`src/rtl/lut_config_loader_if.sv`:
```
// Stream handshake bundle for the LUT configuration loader.
// The master drives beats (bs_valid/bs_data), the slave answers with bs_ready.
interface lut_config_loader_if #(
    parameter int CONFIG_WIDTH = 1
) ();
    logic                    bs_valid;
    logic                    bs_ready;
    logic [CONFIG_WIDTH-1:0] bs_data;

    modport master (
        output bs_valid,
        output bs_data,
        input  bs_ready
    );

    modport slave (
        input  bs_valid,
        input  bs_data,
        output bs_ready
    );
endinterface

```
`src/rtl/lut_config_loader.sv`:
```
// lut_config_loader: writer side of the LUT block-configuration port.
// Collects MEM_SIZE/CONFIG_WIDTH stream beats (beat 0 ends up in the lowest
// bits), commits the word to config_out and pulses cen/done for one cycle.
// Optional build macro: LUT_CONFIG_LOADER_PARITY_EN adds a CHECK state that
// takes one extra beat carrying the even parity of the word; a mismatch sets
// the sticky cfg_err and drops the word without a strobe.
module lut_config_loader #(
    parameter int INPUTS       = 4,
    parameter int MEM_SIZE     = 2**INPUTS,
    parameter int CONFIG_WIDTH = 1
) (
    input  logic                  cclk,
    input  logic                  rst_n,
    input  logic                  start,
    input  logic                  abort,
    lut_config_loader_if.slave    bs,
    output logic [MEM_SIZE-1:0]   config_out,
    output logic                  cen,
    output logic                  busy,
    output logic                  done,
    output logic                  cfg_err
);

    localparam int                N_BEATS   = MEM_SIZE / CONFIG_WIDTH;
    localparam int                CNT_W     = $clog2(N_BEATS) + 1;
    localparam logic [CNT_W-1:0]  LAST_BEAT = CNT_W'(N_BEATS - 1);
    localparam logic [CNT_W-1:0]  CNT_ONE   = CNT_W'(1);

`ifdef LUT_CONFIG_LOADER_PARITY_EN
    typedef enum logic [1:0] {
        ST_IDLE   = 2'd0,
        ST_SHIFT  = 2'd1,
        ST_CHECK  = 2'd2,
        ST_COMMIT = 2'd3
    } state_e;
`else
    typedef enum logic [1:0] {
        ST_IDLE   = 2'd0,
        ST_SHIFT  = 2'd1,
        ST_COMMIT = 2'd3
    } state_e;
`endif

    state_e                          state_r;
    logic [CNT_W-1:0]                beat_cnt_r;
    logic [MEM_SIZE-1:0]             shift_r;
    logic [MEM_SIZE-1:0]             config_out_r;
    logic                            cen_r;
    logic                            done_r;
    logic                            busy_r;
    logic                            bs_ready_r;
    logic                            beat_fire_s;
    logic [MEM_SIZE+CONFIG_WIDTH-1:0] shift_cat_s;
    logic [MEM_SIZE-1:0]             word_next_s;

`ifdef LUT_CONFIG_LOADER_PARITY_EN
    logic                            cfg_err_r;

    // Even parity over the whole configuration word
    function automatic logic even_parity(input logic [MEM_SIZE-1:0] word);
        even_parity = ^word;
    endfunction
`endif

    // Beat acceptance and the shift-register image after inserting the beat at the top
    always_comb begin
        beat_fire_s = bs.bs_valid & bs_ready_r;
        shift_cat_s = {bs.bs_data, shift_r};
        word_next_s = shift_cat_s[MEM_SIZE+CONFIG_WIDTH-1:CONFIG_WIDTH];
    end

    // Load sequencer: state, beat counter, shift register and every registered output
    always_ff @(posedge cclk or negedge rst_n) begin
        if (!rst_n) begin
            state_r      <= ST_IDLE;
            beat_cnt_r   <= {CNT_W{1'b0}};
            shift_r      <= {MEM_SIZE{1'b0}};
            config_out_r <= {MEM_SIZE{1'b0}};
            cen_r        <= 1'b0;
            done_r       <= 1'b0;
            busy_r       <= 1'b0;
            bs_ready_r   <= 1'b0;
`ifdef LUT_CONFIG_LOADER_PARITY_EN
            cfg_err_r    <= 1'b0;
`endif
        end else begin
            case (state_r)
                ST_IDLE: begin
                    cen_r  <= 1'b0;
                    done_r <= 1'b0;
                    if (start) begin
                        state_r    <= ST_SHIFT;
                        beat_cnt_r <= {CNT_W{1'b0}};
                        shift_r    <= {MEM_SIZE{1'b0}};
                        busy_r     <= 1'b1;
                        bs_ready_r <= 1'b1;
`ifdef LUT_CONFIG_LOADER_PARITY_EN
                        cfg_err_r  <= 1'b0;
`endif
                    end else begin
                        state_r    <= ST_IDLE;
                        busy_r     <= 1'b0;
                        bs_ready_r <= 1'b0;
                    end
                end

                ST_SHIFT: begin
                    // abort outranks a beat presented on the same edge
                    if (abort) begin
                        state_r    <= ST_IDLE;
                        beat_cnt_r <= {CNT_W{1'b0}};
                        shift_r    <= {MEM_SIZE{1'b0}};
                        busy_r     <= 1'b0;
                        bs_ready_r <= 1'b0;
                    end else if (beat_fire_s) begin
                        if (beat_cnt_r == LAST_BEAT) begin
                            beat_cnt_r <= {CNT_W{1'b0}};
`ifdef LUT_CONFIG_LOADER_PARITY_EN
                            // word parks in the shift register until the parity beat arrives
                            shift_r    <= word_next_s;
                            state_r    <= ST_CHECK;
`else
                            shift_r      <= {MEM_SIZE{1'b0}};
                            config_out_r <= word_next_s;
                            state_r      <= ST_COMMIT;
                            cen_r        <= 1'b1;
                            done_r       <= 1'b1;
                            bs_ready_r   <= 1'b0;
`endif
                        end else begin
                            shift_r    <= word_next_s;
                            beat_cnt_r <= beat_cnt_r + CNT_ONE;
                        end
                    end else begin
                        state_r <= ST_SHIFT;
                    end
                end

`ifdef LUT_CONFIG_LOADER_PARITY_EN
                ST_CHECK: begin
                    if (abort) begin
                        state_r    <= ST_IDLE;
                        shift_r    <= {MEM_SIZE{1'b0}};
                        busy_r     <= 1'b0;
                        bs_ready_r <= 1'b0;
                    end else if (beat_fire_s) begin
                        shift_r    <= {MEM_SIZE{1'b0}};
                        bs_ready_r <= 1'b0;
                        if (bs.bs_data[0] == even_parity(shift_r)) begin
                            config_out_r <= shift_r;
                            state_r      <= ST_COMMIT;
                            cen_r        <= 1'b1;
                            done_r       <= 1'b1;
                        end else begin
                            cfg_err_r <= 1'b1;
                            state_r   <= ST_IDLE;
                            busy_r    <= 1'b0;
                        end
                    end else begin
                        state_r <= ST_CHECK;
                    end
                end
`endif

                ST_COMMIT: begin
                    // strobe lasts exactly one cycle; abort/start are not looked at here
                    state_r    <= ST_IDLE;
                    cen_r      <= 1'b0;
                    done_r     <= 1'b0;
                    busy_r     <= 1'b0;
                    bs_ready_r <= 1'b0;
                end

                default: begin
                    state_r    <= ST_IDLE;
                    beat_cnt_r <= {CNT_W{1'b0}};
                    shift_r    <= {MEM_SIZE{1'b0}};
                    cen_r      <= 1'b0;
                    done_r     <= 1'b0;
                    busy_r     <= 1'b0;
                    bs_ready_r <= 1'b0;
                end
            endcase
        end
    end

    assign bs.bs_ready = bs_ready_r;
    assign config_out  = config_out_r;
    assign cen         = cen_r;
    assign done        = done_r;
    assign busy        = busy_r;
`ifdef LUT_CONFIG_LOADER_PARITY_EN
    assign cfg_err     = cfg_err_r;
`else
    assign cfg_err     = 1'b0;
`endif

endmodule

```
`src/flat_wrapper.sv`:
```
// flat-port wrapper written by rule: the top's interface ports become plain ports
module lut_config_loader_flat 
#(
    parameter int INPUTS       = 4,
    parameter int MEM_SIZE     = 2**INPUTS,
    parameter int CONFIG_WIDTH = 1
)
  (cclk, rst_n, start, abort, config_out, cen, busy, done, cfg_err, bs_bs_valid, bs_bs_data, bs_bs_ready);
  lut_config_loader_if #(.CONFIG_WIDTH(CONFIG_WIDTH)) bs_i ();
  input  logic cclk;
  input  logic rst_n;
  input  logic start;
  input  logic abort;
  output logic [MEM_SIZE-1:0] config_out;
  output logic cen;
  output logic busy;
  output logic done;
  output logic cfg_err;
  input wire logic [$bits(bs_i.bs_valid)-1:0] bs_bs_valid;
  input wire logic [$bits(bs_i.bs_data)-1:0] bs_bs_data;
  output wire logic [$bits(bs_i.bs_ready)-1:0] bs_bs_ready;
  assign bs_i.bs_valid = bs_bs_valid;
  assign bs_i.bs_data = bs_bs_data;
  assign bs_bs_ready = bs_i.bs_ready;
  lut_config_loader #(.INPUTS(INPUTS), .MEM_SIZE(MEM_SIZE), .CONFIG_WIDTH(CONFIG_WIDTH)) u_core (.cclk(cclk), .rst_n(rst_n), .start(start), .abort(abort), .bs(bs_i), .config_out(config_out), .cen(cen), .busy(busy), .done(done), .cfg_err(cfg_err));
endmodule
```
`config.mk`:
```
export PLATFORM = sky130hd
export DESIGN_NAME = lut_config_loader_flat
export DESIGN_NICKNAME = d
export VERILOG_FILES = /design/src/rtl/lut_config_loader_if.sv /design/src/rtl/lut_config_loader.sv /design/src/flat_wrapper.sv
export SDC_FILE = /design/constraint.sdc
export NUM_CORES = 1
export LEC_CHECK = 0
export CORE_MARGIN = 2
export CORE_UTILIZATION = 26
export CTS_CLUSTER_SIZE = 24
export DETAILED_ROUTE_END_ITERATION = 16
export GPL_ROUTABILITY_DRIVEN = 0
export PLACE_DENSITY_LB_ADDON = 0.2
export SETUP_SLACK_MARGIN = 0.02
export SYNTH_ARGS = -nofsm -noshare
export SYNTH_HDL_FRONTEND = slang
export SYNTH_SLANG_ARGS = --single-unit
```
`constraint.sdc`:
```
create_clock -name cclk -period 1.9 [get_ports cclk]
set_clock_uncertainty 0.15 [all_clocks]
set_input_delay 0.38 -clock cclk [delete_from_list [all_inputs] [get_ports cclk]]
set_output_delay 0.38 -clock cclk [all_outputs]
set_load 0.01 [all_outputs]
```
==> results of run 1 <==
layer usage:
layer	track usage [%]	up-vias
met5	0	-
met4	4.33	0
met3	3.11	5
met2	16.5	23
met1	13.9	569
li1	-	519
state kept, by name, indices dropped and copies added (netlist names):
register,count
u_core.cen,1
u_core.bs.bs_ready,1
u_core.beat_cnt_r,5
u_core.busy,1
u_core.config_out,16
u_core.state_r,2
u_core.shift_r,15
synthesized netlist by cell type, drive strengths merged:
master and n:
nand3b 1, nor3b 2, o21bai 2, a22o 16, o21a 2, a31oi 1
nand4b 1, clkbuf 2, a21oi 2, o22a 1, inv 1, mux2 17
nor2 2, or3b 1, conb 1, a21o 1, or2b 1, nor3 2
ha 1, o22ai 1, nand3 3, a211oi 1, buf 5, and4b 1
or4 1, dfrtp 41, nand4 1, o211ai 2, and3 1, nand2 2
path summary, 6_finish.rpt:
check	end	slack (ns)	depth (start not counted)
setup / recovery	u_core.config_out[0]$_DFFE_PN0P_	0.04	5
hold / removal	u_core.busy$_DFFE_PN0P_	0.34	1
setup reg to reg	u_core.config_out[0]$_DFFE_PN0P_	0.04	5
hold reg to reg	u_core.busy$_DFFE_PN0P_	0.34	1
max in group asynchronous	u_core.shift_r[9]$_DFFE_PN0P_	0.68	3
min in group asynchronous	u_core.bs.bs_ready$_DFFE_PN0P_	0.43	2
where the power goes:
part / internal (uW) / switching [uW] / total [uW]
clock network: 522 / 305 / 827
logic: 85.5 / 92.9 / 178
registers: 887 / 12.8 / 900
total: 1490 / 411 / 1910
timing repair:
action | CTS | global route
hold buffers | 1 | 0
gates cloned | 2 | 0
endpoints found under the setup margin | 17 | 17
setup buffers | 5 | 1
endpoints found under the hold margin | 19 | 0
pin swaps | 0 | 2
gates resized for setup | 3 | 9
critical path: stages, from the launching register on:
cell and delay [ns]:
sky130_fd_sc_hd__dfrtp_1 0.39, sky130_fd_sc_hd__or3b_4 0.39, sky130_fd_sc_hd__nor3_4 0.20, sky130_fd_sc_hd__buf_6 0.15, sky130_fd_sc_hd__buf_8 0.12, sky130_fd_sc_hd__mux2_2 0.33
per-stage QoR:
| step | util [%] | worst slack [ns] |
|---|---|---|
| floorplan | - | -0.108 |
| global placement | 33.5 | -0.309 |
| detailed placement | 33.5 | -0.343 |
| CTS | 37.4 | -0.0379 |
| global route | 36.9 | -0.0126 |
| finish | 36.9 | 0.0366 |
cell families after synthesis:
family | after synthesis | share of synthesized area (%)
other | 1 | 0.221
buffers and inverters | 8 | 3.68
and+or+nand+nor | 19 | 8.25
AOI/OAI and AO/OA | 29 | 13.7
muxes | 17 | 13.0
adders and majority gates | 1 | 0.736
DFF | 41 | 60.4
layout make-up:
type | count | share of cell area, %
Clock buffer | 5 | 2.93
Clock inverter | 3 | 2.77
Inverter | 1 | 0.160
Multi-Input combinational cell | 67 | 26.9
Sequential cell | 41 | 43.8
Tap cell | 77 | 4.11
Timing Repair Buffer | 45 | 19.3
==> impl.org, run 1 <==
** Outcome
- Result of the run :: completed

** Clock network
- The longest clock path from root to sink contains 2 buffers.
- TritonCTS built the clock tree.
- Worst skew pair latency :: 0.29 ns
- The clock drives 41 sinks.
- The cell sitting at the root of the clock tree is a sky130_fd_sc_hd__clkbuf_8.
- The H-tree was split into 2 levels.
- Clock transition time at the flip-flop clock pins of the worst setup and hold paths :: 0.08 ns
- Clock tree synthesis inserted a total of 5 buffers.

** Floorplanning
- After floorplanning, the core was divided into 29 placement rows.
- Measured along the x axis, the die boundary spans 84.8 um.
- Once the floorplan was initialized, standard cells occupied 26.8% of the core.
- The floorplan step defined a die boundary enclosing 7200 um2.
- Die span in y :: 84.8 um
- IO Pins :: 27
- Placeable Area :: 6350 um2

** Flow run
- Max-cap violations in this run came to 0.

** Power
- IR analysis of the VDD net gives a maximum drop of 391 uV.
- The completed layout was analyzed and its total power is 1910 uW.
- Reported leakage power :: 0.00109 uW
- In this run the power density over the cells is 812 nW/um2.

** Global routing
- The number of antenna violations at the first check in global routing was 0.
- Remaining global-route overflow :: 0
- Via count of the first global-routing pass :: 1,179
- Entering global routing, the biggest net connects 23 pins.
- Global routing consumed, over all layers together, 10.6% of the routing resources.
- The first global-routing pass estimated 5870 um of wire.

** Layout
- Final Non-Filler Cells :: 239
- In the final layout, flip-flops and latches occupy 1030 um2.
- Once layout is done, the placed cells without fillers occupy 2350 um2.
- The post-route netlist has 30.9% of its cells at a drive strength greater than 1.
- The library cell used most frequently in the layout, excluding fill and tap cells, is sky130_fd_sc_hd__dfrtp_1.
- Layout area overhead :: 38.1%
- The number of antenna diodes in the final layout is 0.
- Final-stage net count :: 168
- Leading cell types in the layout, fill and taps excluded :: 40 x sky130_fd_sc_hd__dfrtp_1, 23 x sky130_fd_sc_hd__clkdlybuf4s50_1, 16 x sky130_fd_sc_hd__a22o_1, 14 x sky130_fd_sc_hd__buf_4, 13 x sky130_fd_sc_hd__mux2_4
- The multi-input combinational cells in the finished layout cover a total of 632 um2.
- Layout fillers :: 616

** Drt
- Highest metal layer used by the detailed router :: met4
- In the final routed layout, each cell accounts on average for 14.7 um.
- The first TritonRoute pass finished after 4 iterations.
- Routed wire length :: 3520 um
- Met3 routed WL :: 152 um
- DRC marker count from the first detailed-route iteration :: 61
- In the routed design, unresolved DRC markers number 0.
- After detailed routing, the number of vias per cell comes to 4.67.
- After detailed routing, the wire length on met1 is 1600 um.
- Via Count :: 1,116
- Wire segments on met2 add up to 1720 um in the final route.
- In this run the remaining antenna-violating nets after routing total 0.

** STA
- The final hold violation count is 0.
- Number of endpoints failing setup at the final stage :: 0
- Total negative slack for setup checks :: 0 ns
- The clock period could shrink to 1.86 ns.
- Based on the critical path, the design can be clocked at up to 537 MHz.
- RSZ-0062 raised after global routing :: true
- The final-report max-slew violation count is 0.
- Min Hold Slack :: 0.343 ns
- Portion of the clock cycle consumed by the worst path in the final layout :: 98.1%

** Placement
- Placed Instance Area :: 2120 um2
- Port bufs :: 25
- Detailed placer's ending HPWL :: 2270 um
- After detailed placement, the design holds a cell count of 225.

** Critical path
- By startpoint and endpoint, the worst setup path is classified as reg2reg.
- STA puts the critical path data required time at 1.93 ns.
- Start point of the critical path :: u_core.state_r[1]$_DFFE_PN0P_
- Kind of end point of the critical path :: register
- Startpoint type of the worst setup path :: register
- Of all nets on the critical path, the largest fanout is 5.
- Start of the worst register-to-register path :: u_core.state_r[1]$_DFFE_PN0P_
- Data arrives at the worst endpoint at 1.89 ns.

** Yosys
- Library cells used by synthesis :: 34
- In this run the mean area of a mapped cell was 14.6 um2.
- Sequential cell area fraction in the yosys report :: 60.4%
- Counting flops and latches in the post-synthesis netlist gives 41.
- Synthesis handed over a netlist of 116 instances.
- Of all cell types, the one taking the most synthesized area is sky130_fd_sc_hd__dfrtp_1.
- By area the synthesized netlist is led by sky130_fd_sc_hd__dfrtp_1 60%, sky130_fd_sc_hd__a22o_1 8.2%, sky130_fd_sc_hd__mux2_4 7.1%, sky130_fd_sc_hd__mux2_2 6.0%, sky130_fd_sc_hd__nor3_4 1.9%.
- Synth Cell Area :: 1700 um2
- After synthesis, the largest area contributor takes up 60.4% of total cell area.
- Yosys printed 0 warnings.
- The number of nets in the synthesized netlist is 123.

** Min path
- Hold Startpoint :: u_core.busy$_DFFE_PN0P_
- In this run the worst hold path is classified as reg2reg.
(Power assumes the default switching activity.)
==> run 2: changes to the inputs <==
--- a/config.mk
+++ b/config.mk
@@ -12,6 +12,7 @@
 export GPL_ROUTABILITY_DRIVEN = 0
 export PLACE_DENSITY_LB_ADDON = 0.2
 export SETUP_SLACK_MARGIN = 0.02
+export SLEW_MARGIN = 20
 export SYNTH_ARGS = -nofsm -noshare
 export SYNTH_HDL_FRONTEND = slang
 export SYNTH_SLANG_ARGS = --single-unit
==> constraint.sdc (replaced) <==
create_clock -name cclk -period 1.9 [get_ports cclk]
set_clock_uncertainty 0.15 [all_clocks]
set_input_delay 0.57 -clock cclk [delete_from_list [all_inputs] [get_ports cclk]]
set_output_delay 0.57 -clock cclk [all_outputs]
set_load 0.01 [all_outputs]
==> impl.org, run 2 (synthesis gave the netlist of run 1 again) <==
** Layout
- Share of post-route cells with drive strength above 1 :: 32.1%
- The finished cells cover 2270 um2.
- The register with the most flip-flops in the layout has 16 of them.
- Final-stage net count :: 168
- The number of antenna diodes in the final layout is 0.
- At the end of the flow the core is filled with cells to 35.8%.
- Leading cell types in the layout, fill and taps excluded :: 41 x sky130_fd_sc_hd__dfrtp_1, 21 x sky130_fd_sc_hd__dlygate4sd2_1, 16 x sky130_fd_sc_hd__a22o_1, 16 x sky130_fd_sc_hd__mux2_4, 15 x sky130_fd_sc_hd__buf_4
- For this run, the number of standard cells in the final layout without fillers is 239.
- Layout area overhead :: 33.7%
- Layout fillers :: 624
- The library cell used most frequently in the layout, excluding fill and tap cells, is sky130_fd_sc_hd__dfrtp_1.

** Floorplanning
- The initial utilization of the core area, before any placement, comes to 26.8%.
- Placeable Area :: 6350 um2
- The die is 84.8 um tall.
- After floorplanning, the core was divided into 29 placement rows.
- The die covers 7200 um2.
- For this design the top-level I/O count stands at 27.
- The die is 84.8 um wide.

** Drt
- Met3 routed WL :: 192 um
- Routed len/inst :: 15.1 um
- For this block, the via count after detailed routing is 1,109.
- Summed over all nets, wire length on met2 after detailed routing comes to 1590 um.
- DRC violation count after routing :: 0
- Drt pass-1 iters :: 4
- After detailed routing, no signal wire sits above met4.
- Vias/cell :: 4.64
- Routed length on met1 :: 1760 um
- The detailed router finished its first iteration with 69 violations.
- For this block, the routed nets add up to 3600 um of wire.
- Routed Antenna Nets :: 0

** Critical path
- The critical path goes through ha_2 > nand4b_1 > nor3_4 > buf_6 > buf_6 > mux2_4.
- The slowest stage of the critical path is the sky130_fd_sc_hd__dfrtp_1 cell.
- Path type of the worst setup path :: reg2reg
- STA classifies the critical path endpoint as a register.
- STA puts the critical path data arrival time at 1.85 ns.
- Among the stages of the critical path, the cell type that occurs most often is sky130_fd_sc_hd__buf_6.
- Data on the critical path is required at its endpoint by 1.92 ns.
- Crit Path Max Fanout :: 5
- The critical path contains buffers and inverters numbering 2 combined.
- Crit path max-delay family :: simple AND/OR/NAND/NOR gates
- Worst reg-to-reg setup slack :: 0.07 ns
- The worst setup path is launched from a register.
- On the worst path, the slowest cell contributes a delay of 0.38 ns.
- In this run the critical register-to-register path is captured at u_core.config_out[0]$_DFFE_PN0P_.
- Depth of the worst register-to-register path :: 6
- Start of the worst register-to-register path :: u_core.beat_cnt_r[0]$_DFFE_PN0P_

** Clock network
- Clock transition time at the flip-flop clock pins of the worst setup and hold paths :: 0.08 ns
- H-tree level count :: 2
- TritonCTS clock tree :: done
- CTS buffer count :: 5
- Clock Path Buffers :: 2
- CTS saw 41 sinks.
- The clock reaches the later pin of the worst-skew pair after 0.29 ns.
- The cell sitting at the root of the clock tree is a sky130_fd_sc_hd__clkbuf_8.

** STA
- The final-report max-slew violation count came to 0.
- RSZ-0062 raised after global routing :: false
- The smallest clock period supported by the final layout is computed as 1.83 ns.
- Total negative slack for setup checks :: 0 ns
- Max Fclk :: 546 MHz
- Total count of hold-check failures in the final report :: 0
- Number of endpoints failing setup at the final stage :: 0
- Hold is met by 0.0765 ns.
- Portion of the clock cycle consumed by the worst path in the final layout :: 96.3%

** Power
- Total power divided by cell area :: 715 nW/um2
- Largest vdd supply drop :: 347 uV
- For this design the static power due to leakage is 0.00116 uW.

** Global routing
- The first global-routing pass estimated 6130 um of wire.
- Global router's overall resource usage :: 11.1%
- The number of antenna violations at the first check in global routing was 0.
- After global routing the overflow that remains totals 0.
- Entering global routing, the biggest net connects 42 pins.
- The via count of the first global-routing pass came to 1,154.

** Placement
- The count of buffers added on input and output ports is 25.
- After detailed placement, the design holds a cell count of 226.
- In this run the cell area measured after placement is 2130 um2.
- Detailed placer's ending HPWL :: 2210 um

** Flow run
- Max capacitance violation total :: 0

** Outcome
- The run finished with clean final reports.

** Min path
- Kind of path behind the tightest hold check :: in2async
==> run 2: per-stage QoR <==
stage | power (uW) | worst slack (ns)
after floorplan | 995 | -0.237
after global placement | 1090 | -0.499
after detailed placement | 1090 | -0.533
after CTS | 1650 | -0.0201
after global routing | 1710 | 0.0281
final | 1630 | 0.0697
==> run 2: how the worst max path moves through the flow <==
stage                                          start                                end  slack, ns  cells after the start
global placement                               abort   u_core.config_out[1]$_DFFE_PN0P_      -0.50                      5
floorplan                                      abort  u_core.config_out[10]$_DFFE_PN0P_      -0.24                      5
global route        u_core.beat_cnt_r[0]$_DFFE_PN0P_   u_core.config_out[0]$_DFFE_PN0P_       0.03                      6
finish              u_core.beat_cnt_r[0]$_DFFE_PN0P_   u_core.config_out[0]$_DFFE_PN0P_       0.07                      6
CTS                    u_core.state_r[1]$_DFFE_PN0P_  u_core.config_out[13]$_DFFE_PN0P_      -0.02                      6
detailed placement                             abort   u_core.config_out[4]$_DFFE_PN0P_      -0.53                      5
==> run 2: worst register-to-register path, delay by kind of cell, from the launching register on <==
kind	cells	cell delay [ns]
AND/OR/NAND/NOR	2	0.42
adder cells (fa/ha/maj)	1	0.19
multiplexers	1	0.30
buffers and inverters	2	0.27
flip-flops	1	0.38
==> run 2: power breakdown <==
part           internal [uW]  total, uW  switching (uW)
Combinational           82.4        180            97.3
Sequential               887        895            8.69
Clock                    255        550             295
==> run 2: area by class of cell <==
cell class / instances / area, um2 / share of cell area [%]
clock buffer: 6 / 72.6 / 3.19
multi-input combinational: 67 / 648 / 28.5
sequential: 41 / 1030 / 45.2
tap: 77 / 96.3 / 4.24
inverter: 1 / 3.75 / 0.165
timing repair buffer: 45 / 415 / 18.3
clock inverter: 2 / 10.0 / 0.441
==> run 2: per-layer routing <==
layer / track usage, % / up-vias
met2: 16.5 / 26
met4: 3.90 / 0
met5: 0 / -
li1: - / 521
met1: 14.8 / 556
met3: 4.28 / 6
==> run 2: timing repair <==
| item | 4_1_cts | 5_1_grt |
|---|---|---|
| setup buffers | 7 | 0 |
| hold buffers | 0 | 0 |
| cloned | 2 | 0 |
| gates resized for setup | 41 | 1 |
| endpoints found under the setup margin | 54 | 16 |
| pin swaps | 2 | 2 |
==> run 3: changes to the inputs <==
--- a/config.mk
+++ b/config.mk
@@ -5,13 +5,14 @@
 export SDC_FILE = /design/constraint.sdc
 export NUM_CORES = 1
 export LEC_CHECK = 0
+export ABC_CLOCK_PERIOD_IN_PS = 1900
 export CORE_MARGIN = 2
 export CORE_UTILIZATION = 26
 export CTS_CLUSTER_SIZE = 24
 export DETAILED_ROUTE_END_ITERATION = 16
 export GPL_ROUTABILITY_DRIVEN = 0
 export PLACE_DENSITY_LB_ADDON = 0.2
-export SETUP_SLACK_MARGIN = 0.02
+export SETUP_SLACK_MARGIN = 0.3
 export SLEW_MARGIN = 20
 export SYNTH_ARGS = -nofsm -noshare
 export SYNTH_HDL_FRONTEND = slang
==> impl.org, run 3 (synthesis gave the netlist of run 1 again) <==
** Power
- Combinational share of power :: 12.2%
- Sequential cells account for 51.5% of the total power.
- Reported leakage power :: 0.00120 uW
- Internal :: 1320 uW
- Switching power as a share of total power :: 24.0%
- Sw power :: 417 uW
- For this design the ratio of total power to cell area is 737 nW/um2.
- The worst-case IR drop observed on VDD is 300 uV.
- Clock network power share :: 36.3%

** Floorplanning
- The floorplan step defined a die boundary enclosing 7200 um2.
- Number of placement rows :: 29
- Placeable Area :: 6350 um2
- Die width :: 84.8 um
- IO Pins :: 27
- Once the floorplan was initialized, standard cells occupied 26.8% of the core.
- From bottom edge to top edge, the die measures 84.8 um.

** STA
- Total count of hold-check failures in the final report :: 0
- Number of max-slew violations in the final report :: 0
- Static timing analysis puts the maximum clock frequency at 538 MHz.
- Number of endpoints failing setup at the final stage :: 0
- Min Tclk post-route :: 1.86 ns
- In the finished design, the share of the clock period the worst path needs comes to 97.8%.
- RSZ-0062 raised after global routing :: true

** Global routing
- Via count of the first global-routing pass :: 1,224
- Global router's overall resource usage :: 11.1%
- Entering global routing, the biggest net connects 42 pins.
- Wire length of the first global-routing pass :: 6220 um
- Remaining global-route overflow :: 0
- Antenna violations before repair :: 0

** Placement
- The number of placed instances, taps included, is 226.
- The HPWL after detailed placement is 2140 um.
- The count of buffers added on input and output ports is 25.

** Clock network
- Worst skew pair latency :: 0.29 ns
- Clock net sink count :: 41
- Hold repair after CTS inserted 0 buffers.
- Clock-pin slew was measured on the worst setup and hold paths at 0.08 ns.
- Cell at the root of the clock tree :: sky130_fd_sc_hd__clkbuf_8
- TritonCTS built the clock tree.
- CTS buffer count :: 5
- In this run the number of H-tree levels came out at 2.
- Clock Path Buffers :: 2

** Drt
- Routed len/inst :: 14.4 um
- The detail route stage leaves a number of antenna-violating nets equal to 0.
- The pre-antenna-repair detailed-routing pass consisted of 4 iterations.
- For this run, design rule violations remaining after detail routing come to 0.
- The routed design has 3590 um of wire.
- Vias/cell :: 4.65
- Detailed routing inserted a total of 1,159 vias.
- DRC marker count from the first detailed-route iteration :: 70

** Layout
- Final-stage net count :: 178
- The multi-input combinational cells in the finished layout cover a total of 652 um2.
- Final core utilization :: 37.2%
- Final Non-Filler Cells :: 249
- 0 antenna diodes ended up in the layout.
- The layout has 590 filler cells.
- Share of post-route cells with drive strength above 1 :: 48.8%
- Layout area overhead :: 38.9%
- Commonest non-fill, non-tap cell in the layout :: sky130_fd_sc_hd__dfrtp_1
- Max FFs per register :: 16
- In the layout the commonest cells are 40 x sky130_fd_sc_hd__dfrtp_1, 21 x sky130_fd_sc_hd__buf_2, 17 x sky130_fd_sc_hd__mux2_4, 16 x sky130_fd_sc_hd__a22o_1, 15 x sky130_fd_sc_hd__buf_4.
- Seq. cell area :: 1030 um2

** Critical path
- The number of cells on the worst reg-to-reg path is 5.
- Path type of the worst setup path :: reg2reg
- STA classifies the critical path startpoint as a register.
- For this design, the slowest cell found on the critical path is sky130_fd_sc_hd__or3b_4.
- Endpoint of the worst register-to-register path :: u_core.config_out[1]$_DFFE_PN0P_
- Data on the critical path arrives at its endpoint at 1.89 ns.
- Cell-by-cell listing of the critical path :: or3b_4 > nor3_4 > buf_6 > buf_12 > mux2_4
- Start of the worst register-to-register path :: u_core.state_r[1]$_DFFE_PN0P_
- Crit path max-delay family :: simple AND/OR/NAND/NOR gates
- Highest cell delay on the worst timing path :: 0.41 ns
- Kind of end point of the critical path :: register
- Together, buffers and inverters on the worst path number 2.
- The worst register-to-register path has a setup slack of 0.04 ns.
- Of all nets on the critical path, the largest fanout is 5.
- Req. time, crit path :: 1.93 ns

** Min path
- The min-delay analysis places its worst path in the category in2async.

** Flow run
- The tool flagged a number of max-cap violations equal to 0.

** Outcome
- Result of the run :: completed
## run 3: cell count changes in the layout (fill, tap and decap cells not counted), sizes merged
| cell | change |
|---|---|
| clkinv | -1 |
| dlygate4sd2 | -20 |
| clkbuf | +1 |
| buf | +30 |
| dlymetal6s2s | +1 |
| clkdlybuf4s50 | -1 |
## run 3: repair_timing
action,4_1_cts,5_1_grt
endpoints found under the setup margin,59,38
buffers inserted,10,3
gates cloned,2,0
gates resized for setup,106,6
pin swaps,6,7
## run 3: final cells by class
cell class              count  share of cell area, %
multi-input cells          67                   27.6
flip-flops and latches     41                   43.5
inverters                   1                  0.159
clock inverters             1                  0.212
well taps                  77                   4.08
clock buffers               7                   4.08
repair buffers             55                   20.3
## run 3: worst max-delay path by stage
stage | start | depth (start not counted) | slack [ns] | end
finish | u_core.state_r[1]$_DFFE_PN0P_ | 5 | 0.04 | u_core.config_out[1]$_DFFE_PN0P_
global route | u_core.beat_cnt_r[1]$_DFFE_PN0P_ | 6 | -0.02 | u_core.config_out[4]$_DFFE_PN0P_
CTS | u_core.state_r[1]$_DFFE_PN0P_ | 5 | 0.04 | u_core.config_out[1]$_DFFE_PN0P_
detailed placement | abort | 5 | -0.51 | u_core.config_out[3]$_DFFE_PN0P_
global placement | abort | 5 | -0.49 | u_core.config_out[2]$_DFFE_PN0P_
floorplan | abort | 5 | -0.24 | u_core.config_out[10]$_DFFE_PN0P_
## run 3: power groups by stage
| stage | clock network, uW | logic (uW) | registers [uW] |
|---|---|---|---|
| 2_1_floorplan | 0 | 85.7 | 921 |
| 3_3_place_gp | 0 | 172 | 917 |
| 3_5_place_dp | 0 | 172 | 918 |
| 4_1_cts | 641 | 204 | 895 |
| 5_1_grt | 679 | 235 | 897 |
| 6_report | 631 | 212 | 895 |
## run 3: layer usage
| layer | part of all wire (%) | GRT usage, % | up-vias |
|---|---|---|---|
| li1 | - | - | 544 |
| met1 | 49 | 15.9 | 582 |
| met2 | 45 | 16.1 | 28 |
| met3 | 4.4 | 3.21 | 5 |
| met4 | 1.4 | 3.90 | 0 |
| met5 | 0 | 0 | - |
## run 3: stage by stage
stage | worst slack (ns) | hold WS, ns | area, um2 | power (uW) | setup TNS, ns
floorplan | -0.237 | 0.124 | 1720 | 1010 | -2.97
global placement | -0.493 | 0.318 | 2120 | 1090 | -15.20
detailed placement | -0.514 | 0.334 | 2120 | 1090 | -15.73
CTS | 0.0442 | 0.0931 | 2320 | 1740 | 0
global route | -0.0167 | 0.0929 | 2360 | 1810 | -0.0789
finish | 0.0416 | 0.0822 | 2360 | 1740 | 0
